File: src/rtl/fetch_prefetcher_pkg.sv
// Shared constants for the instruction prefetch unit.
//   DEPTH_LOG2_DEFAULT : default log2 of the prefetch FIFO depth (4 entries)
//   RESET_ADDR_DEFAULT : Z8 reset vector, first fetch address after reset
//   MEM_READ_LATENCY   : cycles from memStrobe to valid memDataIn
package fetch_prefetcher_pkg;

  localparam int unsigned DEPTH_LOG2_DEFAULT = 2;
  localparam logic [15:0] RESET_ADDR_DEFAULT = 16'h000C;
  localparam int unsigned MEM_READ_LATENCY   = 1;

endpackage

File: src/rtl/fetch_prefetcher_if.sv
// Bus bundle between the prefetcher, the program memory and the CPU decoder.
//   memAddr/memStrobe/memDataIn : program memory read port
//   stall                       : CPU owns the memory port this cycle
//   jump/jumpAddr               : flush and redirect request
//   fetchByte/fetchAddr/fetchValid/fetchReady : byte stream to the decoder
// master = prefetcher side, slave = memory/CPU side.
interface fetch_prefetcher_if #(
  parameter int unsigned addrWidth = 16
);

  logic [addrWidth-1:0] memAddr;
  logic                 memStrobe;
  logic [7:0]           memDataIn;
  logic                 stall;
  logic                 jump;
  logic [addrWidth-1:0] jumpAddr;
  logic [7:0]           fetchByte;
  logic [addrWidth-1:0] fetchAddr;
  logic                 fetchValid;
  logic                 fetchReady;

  modport master (
    output memAddr, memStrobe, fetchByte, fetchAddr, fetchValid,
    input  memDataIn, stall, jump, jumpAddr, fetchReady
  );

  modport slave (
    input  memAddr, memStrobe, fetchByte, fetchAddr, fetchValid,
    output memDataIn, stall, jump, jumpAddr, fetchReady
  );

endinterface

File: src/rtl/fetch_prefetcher_fifo.sv
// Byte FIFO holding prefetched instruction bytes.
//   clk, resetN : clock and synchronous active-low reset
//   flush       : empty the FIFO (takes priority over push/pop)
//   push        : write push_data at the tail
//   pop         : drop the head entry
//   head_data   : head entry, forced to zero while empty
//   count       : number of stored entries, 0..2^depthLog2
// The caller guarantees no push when full and no pop when empty.
module fetch_prefetcher_fifo
  import fetch_prefetcher_pkg::*;
#(
  parameter int unsigned depthLog2 = DEPTH_LOG2_DEFAULT
) (
  input  logic                 clk,
  input  logic                 resetN,
  input  logic                 flush,
  input  logic                 push,
  input  logic                 pop,
  input  logic [7:0]           push_data,
  output logic [7:0]           head_data,
  output logic [depthLog2:0]   count
);

  localparam int unsigned DEPTH = 1 << depthLog2;

  logic [7:0]           storage [DEPTH];
  logic [depthLog2-1:0] wr_ptr;
  logic [depthLog2-1:0] rd_ptr;
  logic [depthLog2:0]   count_q;

  always_ff @(posedge clk) begin
    if (!resetN || flush) begin
      wr_ptr  <= '0;
      rd_ptr  <= '0;
      count_q <= '0;
    end else begin
      if (push) wr_ptr <= wr_ptr + 1'b1;
      if (pop)  rd_ptr <= rd_ptr + 1'b1;
      case ({push, pop})
        2'b10:   count_q <= count_q + 1'b1;
        2'b01:   count_q <= count_q - 1'b1;
        default: count_q <= count_q;
      endcase
    end
  end

  // Storage is data only; occupancy alone decides what is visible.
  always_ff @(posedge clk) begin
    if (push && !flush) storage[wr_ptr] <= push_data;
  end

  assign head_data = (count_q != '0) ? storage[rd_ptr] : 8'h00;
  assign count     = count_q;

endmodule

File: src/rtl/fetch_prefetcher.sv
// Instruction prefetch unit in front of the program memory.
//   clk    : clock, all state on rising edge
//   resetN : synchronous active-low reset
//   bus    : fetch_prefetcher_if.master carrying the memory read port,
//            stall, jump/jumpAddr and the fetch byte handshake
// Reads bytes sequentially from fetch_pc, captures the registered memory
// data one cycle after each strobe and queues it for the decoder. A FIFO
// slot is reserved at issue time, so captures can never overflow.
module fetch_prefetcher
  import fetch_prefetcher_pkg::*;
#(
  parameter int unsigned          addrWidth = 16,
  parameter int unsigned          depthLog2 = DEPTH_LOG2_DEFAULT,
  parameter logic [addrWidth-1:0] resetAddr = addrWidth'(RESET_ADDR_DEFAULT)
) (
  input  logic              clk,
  input  logic              resetN,
  fetch_prefetcher_if.master bus
);

  localparam int unsigned DEPTH = 1 << depthLog2;

  logic [addrWidth-1:0]        fetch_pc;
  logic [addrWidth-1:0]        head_addr;
  logic [MEM_READ_LATENCY-1:0] inflight;
  logic [depthLog2:0]          count;
  logic [7:0]                  head_data;
  logic                        has_room;
  logic                        issue;
  logic                        capture;
  logic                        pop;

  always_comb begin
    // Outstanding reads already own a slot.
    has_room = (int'(count) + $countones(inflight)) < int'(DEPTH);
    issue    = resetN & ~bus.jump & ~bus.stall & has_room;
    // The memory only holds its data until the next strobe, so the byte
    // is taken exactly when it emerges, stall or not.
    capture  = inflight[MEM_READ_LATENCY-1] & ~bus.jump;
    pop      = (count != '0) & bus.fetchReady & ~bus.jump;
  end

  always_ff @(posedge clk) begin
    if (!resetN) begin
      fetch_pc  <= resetAddr;
      head_addr <= resetAddr;
      inflight  <= '0;
    end else if (bus.jump) begin
      fetch_pc  <= bus.jumpAddr;
      head_addr <= bus.jumpAddr;
      inflight  <= '0;
    end else begin
      inflight <= MEM_READ_LATENCY'({inflight, issue});
      if (issue) fetch_pc  <= fetch_pc + 1'b1;
      if (pop)   head_addr <= head_addr + 1'b1;
    end
  end

  fetch_prefetcher_fifo #(
    .depthLog2 (depthLog2)
  ) u_fifo (
    .clk       (clk),
    .resetN    (resetN),
    .flush     (bus.jump),
    .push      (capture),
    .pop       (pop),
    .push_data (bus.memDataIn),
    .head_data (head_data),
    .count     (count)
  );

  assign bus.memAddr    = fetch_pc;
  assign bus.memStrobe  = issue;
  assign bus.fetchByte  = head_data;
  assign bus.fetchAddr  = head_addr;
  assign bus.fetchValid = (count != '0);

endmodule

File: src/flat_wrapper.sv
// flat-port wrapper written by rule: the top's interface ports become plain ports
module fetch_prefetcher_flat import fetch_prefetcher_pkg::*;
#(
  parameter int unsigned          addrWidth = 16,
  parameter int unsigned          depthLog2 = DEPTH_LOG2_DEFAULT,
  parameter logic [addrWidth-1:0] resetAddr = addrWidth'(RESET_ADDR_DEFAULT)
)
  (clk, resetN, bus_memAddr, bus_memStrobe, bus_fetchByte, bus_fetchAddr, bus_fetchValid, bus_memDataIn, bus_stall, bus_jump, bus_jumpAddr, bus_fetchReady);
  fetch_prefetcher_if #(.addrWidth(addrWidth)) bus_i ();
  input  logic clk;
  input  logic resetN;
  output wire logic [$bits(bus_i.memAddr)-1:0] bus_memAddr;
  output wire logic [$bits(bus_i.memStrobe)-1:0] bus_memStrobe;
  output wire logic [$bits(bus_i.fetchByte)-1:0] bus_fetchByte;
  output wire logic [$bits(bus_i.fetchAddr)-1:0] bus_fetchAddr;
  output wire logic [$bits(bus_i.fetchValid)-1:0] bus_fetchValid;
  input wire logic [$bits(bus_i.memDataIn)-1:0] bus_memDataIn;
  input wire logic [$bits(bus_i.stall)-1:0] bus_stall;
  input wire logic [$bits(bus_i.jump)-1:0] bus_jump;
  input wire logic [$bits(bus_i.jumpAddr)-1:0] bus_jumpAddr;
  input wire logic [$bits(bus_i.fetchReady)-1:0] bus_fetchReady;
  assign bus_memAddr = bus_i.memAddr;
  assign bus_memStrobe = bus_i.memStrobe;
  assign bus_fetchByte = bus_i.fetchByte;
  assign bus_fetchAddr = bus_i.fetchAddr;
  assign bus_fetchValid = bus_i.fetchValid;
  assign bus_i.memDataIn = bus_memDataIn;
  assign bus_i.stall = bus_stall;
  assign bus_i.jump = bus_jump;
  assign bus_i.jumpAddr = bus_jumpAddr;
  assign bus_i.fetchReady = bus_fetchReady;
  fetch_prefetcher #(.addrWidth(addrWidth), .depthLog2(depthLog2), .resetAddr(resetAddr)) u_core (.clk(clk), .resetN(resetN), .bus(bus_i));
endmodule
File: config.mk
export PLATFORM = sky130hd
export DESIGN_NAME = fetch_prefetcher_flat
export DESIGN_NICKNAME = d
export VERILOG_FILES = /design/src/rtl/fetch_prefetcher_pkg.sv /design/src/rtl/fetch_prefetcher_if.sv /design/src/rtl/fetch_prefetcher_fifo.sv /design/src/rtl/fetch_prefetcher.sv /design/src/flat_wrapper.sv
export SDC_FILE = /design/constraint.sdc
export NUM_CORES = 1
export LEC_CHECK = 0
export CAP_MARGIN = 10
export CORE_UTILIZATION = 51
export CTS_CLUSTER_SIZE = 10
export DETAILED_ROUTE_END_ITERATION = 8
export PLACE_DENSITY_LB_ADDON = 0.08
export SLEW_MARGIN = 20
export SYNTH_ARGS = -nofsm -noshare
export SYNTH_HDL_FRONTEND = slang
export SYNTH_SLANG_ARGS = --single-unit
File: constraint.sdc
create_clock -name clk -period 2.3 [get_ports clk]
set_input_delay 0.46 -clock clk [delete_from_list [all_inputs] [get_ports clk]]
set_output_delay 0.46 -clock clk [all_outputs]
set_load 0.02 [all_outputs]
=== After elaboration in Yosys (flattened, before gate mapping) ===
Memory sizes are Yosys's and may differ from the RTL's. A register that Yosys moved wholly into a read port is not among the register bits.
Index checks and enable logic that the tools add are counted.

* Output and inout port bits: 42
* Input bits: 29
* Memories: 1
* RAM bits: 32
* Logic and storage cells: 45
* Bits in registers: 40

{| class="wikitable"
|+ Memories
! memory !! words !! width !! rd ports !! clocked after memory_dff !! wr ports !! RTL line !! source
|-
| u_core.u_fifo.storage || 4 || 8 || 1 || 1 || 1 || fetch_prefetcher_fifo.sv:26 || <nowiki>logic [7:0] storage [DEPTH];</nowiki>
|}

* Muxes and demuxes: 10
* Bitwise operators: 9
* Reduce and logical (&&, ||, !) cells: 9
* Equal/unequal tests: 2
* Add/subtract/negate cells: 7
* Magnitude comparators: 1

{| class="wikitable"
|+ Operators with widths
! cell !! number
|-
| 16-bit two-way mux || 4
|-
| 16-bit by 1-bit adder with 16-bit output, second input constant || 2
|-
| 32-bit by 4-bit less-than comparator with 1-bit output, second input constant || 1
|-
| 8-bit two-way mux || 1
|-
| 1-bit bitwise AND || 6
|-
| 3-bit one-hot mux with 2 select lines || 1
|-
| 2-bit nonzero test || 3
|-
| 2-bit by 1-bit adder with 2-bit output, second input constant || 2
|-
| 3-bit by 1-bit adder with 4-bit output || 1
|-
| 2-bit two-way mux || 2
|-
| 3-bit by 1-bit adder with 3-bit output, second input constant || 1
|-
| 1-bit inverter || 3
|-
| 3-bit nonzero test || 1
|-
| 3-bit by 1-bit subtractor with 3-bit output, second input constant || 1
|-
| 2-bit by 1-bit == test with 1-bit output, second input constant || 1
|-
| 2-bit == test, second input constant || 1
|-
| 1-bit zero test || 2
|-
| 1-bit two-way mux || 2
|-
| 2-bit OR reduction || 1
|-
| 1-bit logical AND || 1
|-
| 1-bit logical OR || 1
|}

=== Longest topological paths before layout ===
Gate-level depths: netlist of run 1.

* Depth in word-level cells: 6
* Gate-level depth with buffers: 10
* Depth with buffers taken out: 10

=== Hierarchy ===
A second synthesis of run 1 with hierarchy kept.

* Cells, all modules: 304
* Area, all modules: 3,357.0 um^2

{| class="wikitable"
|+ By module, submodules not included
! module !! cells each !! area an instance (um^2) !! seq. area each (um^2) !! times used
|-
| fetch_prefetcher || 206 || 1,707.9 || 660.6 || 1
|-
| fetch_prefetcher_fifo || 98 || 1,649.1 || 1,141.1 || 1
|}

=== Worst setup path after synthesis of run 1 ===
No wires, ideal clock.

* Kind: register -> register
* Start: register u_core.u_fifo.count_q[0] (netlist: u_core.u_fifo.count[0])
* End: register u_core.u_fifo.count_q[2] (netlist: u_core.u_fifo.count[2])
* Stages on the path, launching flop included: 11
* Arrival: 1.999 ns
* Required time: 2.229 ns
* Buffers on the path: 0
* Library setup time: 0.071 ns
* Clock period less this slack: 2.070 ns
* Setup slack: 0.230 ns
* Cells stage by stage: dfxtp_1 > nor3_2 > inv_1 > nand2_1 > nor2_1 > ha_1 > inv_1 > fa_1 > xor2_1 > or3_1 > a21oi_1

* Longest elaborated chain between the ends: 5
* Elaborated cells between the ends (all ways): 9
* Those cells by class: 2 x add/sub; 2 x eq/ne; 1 x mux; 2 x bitwise; 2 x reduce/logical

{| class="wikitable"
|+ RTL lines
! item !! RTL line !! source
|-
| start, declared || fetch_prefetcher_fifo.sv:29 || <nowiki>logic [depthLog2:0] count_q;</nowiki>
|-
| start signal, assigned || fetch_prefetcher_fifo.sv:40 || <nowiki>2'b10: count_q <= count_q + 1'b1;</nowiki>
|-
| start signal, assigned || fetch_prefetcher_fifo.sv:41 || <nowiki>2'b01: count_q <= count_q - 1'b1;</nowiki>
|-
| start signal, assigned || fetch_prefetcher_fifo.sv:42 || <nowiki>default: count_q <= count_q;</nowiki>
|-
| 3-bit nonzero test * || fetch_prefetcher.sv:40 || <nowiki>pop = (count != '0) & bus.fetchReady & ~bus.jump;</nowiki>
|-
| 1-bit bitwise AND * (2 in series) || fetch_prefetcher.sv:40 ||
|-
| via u_core.pop || fetch_prefetcher.sv:31 || <nowiki>logic pop;</nowiki>
|-
| 2-bit by 1-bit == test with 1-bit output or 2-bit == test (tied branches) || fetch_prefetcher_fifo.sv:39 || <nowiki>case ({push, pop})</nowiki>
|-
| 3-bit one-hot mux with 2 select lines or 2-bit nonzero test (tied branches) || -- ||
|}

The timed path passes the listed nets; every way through them passes the cells marked *.
A chain may end at the register's enable or synchronous reset.

==> impl_metrics.py, run 1 <==
metrics = {
    "pwr": {
        "pwr_density_cell_nw_per_um2": 669,
        "finalPower_mw": 2.99,
        "p_leak_nw": 1.61,
        "peakVddDrop_uv": 401,
    },
    "clock_tree": {
        "cts_sinks": 74,
        "cts_tree": "done",
        "clk_pin_slew_ns": 0.08,
        "clk_latency_ns": 0.34,
        "post_cts_buffers": 0,
        "ctsLongestPathBuffers": 2,
        "cts_buffers": 9,
        "htree_levels": 3,
        "root_buffer": "clkbuf_8",
    },
    "cells_and_area": {
        "drive_gt1_share_pct": 16.4,
        "layout.nets": 422,
        "areaGrowthSynthToFinish_pct": 34.8,
        "n_antenna_cell": 0,
        "final_area_um2": 4470,
        "fill_cells": 489,
    },
    "synth": {
        "yosys-top-cells-count": "dfxtp_1 (42), edfxtp_1 (32), a21oi_1 (19), o21ai_0 (19), and2_1 (15)",
        "ys_types": 40,
        "syn_avg_cell_area_um2": 11.4,
        "syn_area_um2": 3320,
        "yosysMostFrequentCell": "dfxtp_1",
        "synth_ff_type": "dfxtp_1",
        "synth_largest_area_cell": "edfxtp_1",
        "netlist_instances": 292,
        "ys_ff_latch": 74,
        "synth_edf_count": 32,
        "synth_fp_nets": 329,
        "synth.top_cell.area_share_pct": 28.9,
        "async_reset_ff_share_pct": 0,
        "seq_area_frac_synth_pct": 54.3,
        "yosysWarnings": 0,
        "synthTopCellsByArea": "edfxtp_1 (29%), dfxtp_1 (25%), mux4_2 (5.4%)",
    },
    "floorplanning": {
        "start_util_pct": 52.6,
        "ios": 71,
        "die_width_um": 82.7,
        "placementRows": 29,
        "dieArea_um2": 6840,
        "core_um2": 6310,
        "die_h_um": 82.7,
    },
    "run_status": {
        "run_status": "complete, no violations",
    },
    "placed_design": {
        "dpl_cell_area_um2": 4260,
        "dp_hpwl_mm": 5.35,
        "io_buffers": 70,
        "gp_congestion": 0.805,
        "detailedPlace.worstSlack_ns": -0.151,
    },
    "routing": {
        "drt_iter0_drc": 109,
        "route.detailed.drc": 0,
        "ant_nets": 0,
        "drt_pass1_iterations": 4,
        "vias": 2584,
        "wl_mm": 7.35,
        "routedWlPerCell_um": 15.7,
        "viasPerCell": 5.53,
    },
    "global_routing": {
        "grt_start_max_net_pins": 38,
        "grt_overflow": 0,
        "grt_pass1_vias": 2422,
        "grt_pass1_wl_mm": 11.6,
        "grt_usage_pct": 23.2,
        "antenna_found_initial": 0,
    },
    "job": {
        "drv_cap": 0,
    },
    "sta": {
        "rsz0062_at_grt": "no",
        "finalClockSkew_ns": 0.00547,
        "timing.setup.tns_ns": 0,
        "setup_viol": 0,
        "drv_slew": 0,
        "post-route-min-period_ns": 2.23,
        "slew_headroom_pct": 70.9,
        "fmax_mhz": 449,
        "worst_slack_ns": 0.0745,
        "worst_pin_slew_ns": 0.432,
        "fin_crit_sh_pct": 96.8,
        "hold_viol": 0,
        "hold_ws_ns": 0.526,
    },
    "setup_path": {
        "critPathMaxFanout": 8,
        "cp.arrival_ns": 1.77,
        "required_ns": 1.84,
        "critPathKind": "flop to primary output",
        "crit_path_start_kind": "flop",
        "endpoint_kind": "primary output",
    },
    "worst_hold_path": {
        "hold_path_class": "flop to flop",
    },
}
-- flip-flops by register name, indices dropped and copies added, names as in the netlist, named ones only --
signal / flops
u_core.bus.fetchAddr: 16
u_core.bus.memAddr: 16
u_core.inflight: 1
u_core.u_fifo.count: 3
u_core.u_fifo.rd_ptr: 2
u_core.u_fifo.storage: 32
u_core.u_fifo.wr_ptr: 2
-- report_power, final --
group | total, mW | switching, mW | internal, mW | leakage (nW)
combinational | 0.334 | 0.160 | 0.175 | 0.850
sequential | 1.46 | 0.0527 | 1.41 | 0.636
clock | 1.19 | 0.484 | 0.710 | 0.125
total | 2.99 | 0.696 | 2.30 | 1.61
-- path summary, 6_finish.rpt --
path                                                             to  slack (ns)  depth (start not counted)                           startpoint
worst max-delay path                               bus_fetchByte[6]        0.07                          4                                 flop
worst min-delay path             u_core.bus.memAddr[1]$_SDFFE_PN0P_        0.53                          2   u_core.bus.memAddr[1]$_SDFFE_PN0P_
worst max register to register  u_core.u_fifo.count[2]$_SDFFE_PP0P_        0.25                         10  u_core.u_fifo.count[2]$_SDFFE_PP0P_
worst min register to register   u_core.bus.memAddr[1]$_SDFFE_PN0P_        0.53                          2   u_core.bus.memAddr[1]$_SDFFE_PN0P_
-- per-layer routing --
layer  vias up  wire length, um  global-route usage (%)
met5         -                0                       0
met3        12              321                    4.40
met4         0              125                    10.5
li1       1285                -                       -
met1      1217             3330                    28.9
met2        70             3580                    38.8
-- cells by family after synthesis --
logic type / synth area share [%]
compound gates: 13.6
xor+xnor: 5.01
flops: 54.3
simple gates: 14.9
buf+inv: 2.94
mux: 6.03
fa+ha+maj: 3.24
-- worst max-delay path, cell delays in order, from the launching register on --
cell	delay (ns)
dfxtp_1	0.36
buf_12	0.15
mux4_2	0.48
and2_1	0.16
clkdlybuf4s15_1	0.27
-- stage by stage --
step | util (%) | cells
3_5_place_dp | 67.5 | 451
4_1_cts | 71.3 | 467
3_3_place_gp | 67.5 | 451
5_1_grt | 70.9 | 467
6_report | 70.9 | 467
2_1_floorplan | - | 292
-- layout by cell type, fill, tap and decap left out, types with 2 or more instances in the layout --
| master | n |
|---|---|
| and4_1 | 6 |
| clkdlybuf4s50_1 | 61 |
| mux2i_1 | 2 |
| o31a_1 | 10 |
| and3_1 | 2 |
| xnor2_1 | 8 |
| nor3_1 | 5 |
| o21ai_0 | 19 |
| a31o_2 | 2 |
| xor2_1 | 11 |
| ha_1 | 7 |
| nand2_1 | 10 |
| o21a_1 | 6 |
| nand3_1 | 8 |
| bufinv_16 | 2 |
| nor4_1 | 5 |
| a31oi_1 | 7 |
| mux4_2 | 8 |
| nand4_1 | 11 |
| inv_1 | 12 |
| nor2_1 | 13 |
| clkbuf_2 | 7 |
| and2_1 | 15 |
| dfxtp_1 | 41 |
| a21oi_1 | 19 |
| edfxtp_1 | 32 |
| clkbuf_8 | 10 |
| or3_1 | 6 |
| buf_4 | 24 |
-- layout make-up --
class / count / area, um2 / area share, %
Inverter: 12 / 45.0 / 1.01
Sequential cell: 74 / 1800 / 40.3
Timing Repair Buffer: 95 / 865 / 19.3
Clock buffer: 11 / 163 / 3.64
Tap cell: 77 / 96.3 / 2.15
Multi-Input combinational cell: 193 / 1420 / 31.7
Clock inverter: 5 / 82.6 / 1.85
-- what timing repair did --
item,CTS,global route
resized for setup,10,15
endpoints found under the setup margin,9,9
hold buffers,0,0
No activity file was read; power rests on OpenSTA's default activity.
==> run 2, diff against run 1 <==
Settings changed: GPL_TIMING_DRIVEN set to 0, SLEW_MARGIN 20 to not set.
==> run 2 against run 1 <==
Clock skew up 0.0056 ns. Clock-buffer cell count unchanged. Design area down 3.4%. Routed wire length down 0.75%. Highest routed layer unchanged. Clock power down 18%. Combinational power down 4%. Cell count down 2.6%. Largest power group unchanged. Register-to-register slack worse by 0.06 ns. Die area unchanged. Global-route usage down 0.31 points.
==> impl_metrics.py, run 2 (synthesis gave the netlist of run 1 again) <==
metrics = {
    "routing": {
        "drt_iter0_drc": 72,
        "vias": 2578,
        "route.detailed.drc": 0,
        "drt_pass1_iterations": 4,
        "ant_nets": 0,
        "routedWlPerCell_um": 16.0,
        "viasPerCell": 5.67,
        "wl_mm": 7.30,
    },
    "floorplanning": {
        "die_width_um": 82.7,
        "ios": 71,
        "dieArea_um2": 6840,
        "placementRows": 29,
        "start_util_pct": 52.6,
        "core_um2": 6310,
        "die_h_um": 82.7,
    },
    "sta": {
        "slew_headroom_pct": 61.7,
        "setup_viol": 0,
        "finalClockSkew_ns": 0.0111,
        "hold_viol": 0,
        "worst_pin_slew_ns": 0.575,
        "post-route-min-period_ns": 2.21,
        "fin_crit_sh_pct": 96.0,
        "hold_ws_ns": 0.523,
        "fmax_mhz": 453,
        "drv_slew": 0,
    },
    "pwr": {
        "power.internal_mw": 2.07,
        "finalPower_mw": 2.76,
        "peakVddDrop_uv": 385,
        "clock_power_share_pct": 35.3,
        "power_frac_comb_pct": 11.7,
        "seqPwrFrac_pct": 53.0,
        "sw_frac_of_total_pct": 24.8,
        "pwr_density_cell_nw_per_um2": 638,
        "switchingPower_mw": 0.685,
        "p_leak_nw": 1.53,
    },
    "cells_and_area": {
        "fill_cells": 490,
        "instances_no_fill": 455,
        "n_antenna_cell": 0,
        "largest-register": "u_core.u_fifo.storage",
        "drive_gt1_share_pct": 12.7,
        "multi_input_area_um2": 1430,
        "final_common_cell": "clkdlybuf4s50_1",
        "most-common-layout-cells": "clkdlybuf4s50_1 (57), dfxtp_1 (39), edfxtp_1 (32)",
        "areaGrowthSynthToFinish_pct": 30.3,
        "largest_reg_flops": 32,
        "layout.nets": 410,
        "register_area_um2": 1810,
    },
    "global_routing": {
        "grt.busiest_layer": "met2",
        "grt_pass1_wl_mm": 11.3,
        "grt.met1_usage_pct": 28.7,
        "grt_util_met2_pct": 37.0,
        "grtUsageMet3_pct": 6.59,
        "antenna_found_initial": 0,
        "grt_overflow": 0,
        "grt_pass1_vias": 2342,
        "grt_start_max_net_pins": 14,
        "grt_usage_pct": 22.8,
    },
    "setup_path": {
        "critPathKind": "flop to primary output",
        "required_ns": 1.84,
        "cp_slowest_cell": "mux4_2",
        "endpoint_kind": "primary output",
        "cpPeakStageDelay_ns": 0.49,
        "crit_path_start_kind": "flop",
        "path_cells": "buf_6 -> mux4_2 -> and2_1 -> clkdlybuf4s15_1",
        "critPathMaxFanout": 8,
        "cp.arrival_ns": 1.75,
    },
    "clock_tree": {
        "clk_latency_ns": 0.34,
        "cts_sinks": 74,
        "htree_levels": 3,
        "cts_tree": "done",
        "root_buffer": "clkbuf_8",
        "cts_buffers": 9,
        "ctsLongestPathBuffers": 2,
        "clk_pin_slew_ns": 0.08,
    },
    "placed_design": {
        "io_buffers": 69,
        "dp_cells": 438,
        "gp_congestion": 0.837,
        "dp_hpwl_mm": 5.37,
    },
    "run_status": {
        "run_status": "complete, no violations",
    },
    "job": {
        "drv_cap": 0,
    },
    "worst_hold_path": {
        "hold_path_class": "flop to flop",
    },
}
==> run 2: path summary, 6_finish.rpt <==
path / start / slack, ns / end / depth (start not counted)
setup / recovery: flop / 0.09 / bus_fetchByte[3] / 4
hold / removal: u_core.bus.memAddr[1]$_SDFFE_PN0P_ / 0.52 / u_core.bus.memAddr[1]$_SDFFE_PN0P_ / 2
setup reg to reg: u_core.u_fifo.count[0]$_SDFFE_PP0P_ / 0.19 / u_core.u_fifo.count[2]$_SDFFE_PP0P_ / 10
hold reg to reg: u_core.bus.memAddr[1]$_SDFFE_PN0P_ / 0.52 / u_core.bus.memAddr[1]$_SDFFE_PN0P_ / 2
==> run 2: what timing repair did <==
| item | CTS | global route |
|---|---|---|
| hold buffers | 0 | 0 |
| resized for setup | 22 | 17 |
| setup endpoints to repair | 12 | 11 |
| buffers inserted | 1 | 3 |
| pin swaps | 1 | 0 |
==> run 2: final cells by class <==
type	instances	area share [%]
timing repair buffer	73	16.3
tap	77	2.23
buffer	10	1.16
multi-input combinational	193	33.1
clock inverter	5	1.30
inverter	12	1.10
clock buffer	11	3.04
sequential	74	41.8
==> run 2: power groups by stage <==
stage          Combinational (mW)  Clock (mW)  Sequential (mW)
4_1_cts                     0.322       0.982             1.46
3_5_place_dp                0.322           0             1.49
6_report                    0.322       0.974             1.46
2_1_floorplan               0.111           0             1.53
5_1_grt                     0.348        1.05             1.47
3_3_place_gp                0.317           0             1.49
==> run 2: metrics by stage <==
step	area, um2	util, %	setup slack (ns)	TNS, ns
after floorplan	3320	-	0.230	0
after global placement	4110	65.0	-0.801	-2.07
after detailed placement	4110	65.0	-0.847	-2.29
after CTS	4300	68.2	0.00223	0
after global routing	4320	68.5	-0.000400	-0.000400
final	4320	68.5	0.0917	0
==> run 2: critical path, delay by kind of cell (launching register included) <==
kind	cells	cell delay (ns)
multiplexers	1	0.49
buffers and inverters	2	0.42
flip-flops	1	0.33
AND/OR/NAND/NOR	1	0.17
==> run 2: layer usage <==
layer  wire length, um  share of wire [%]
met1              3150                 43
met2              3520                 48
met3               519                7.1
met4               109                1.5
met5                 0                  0
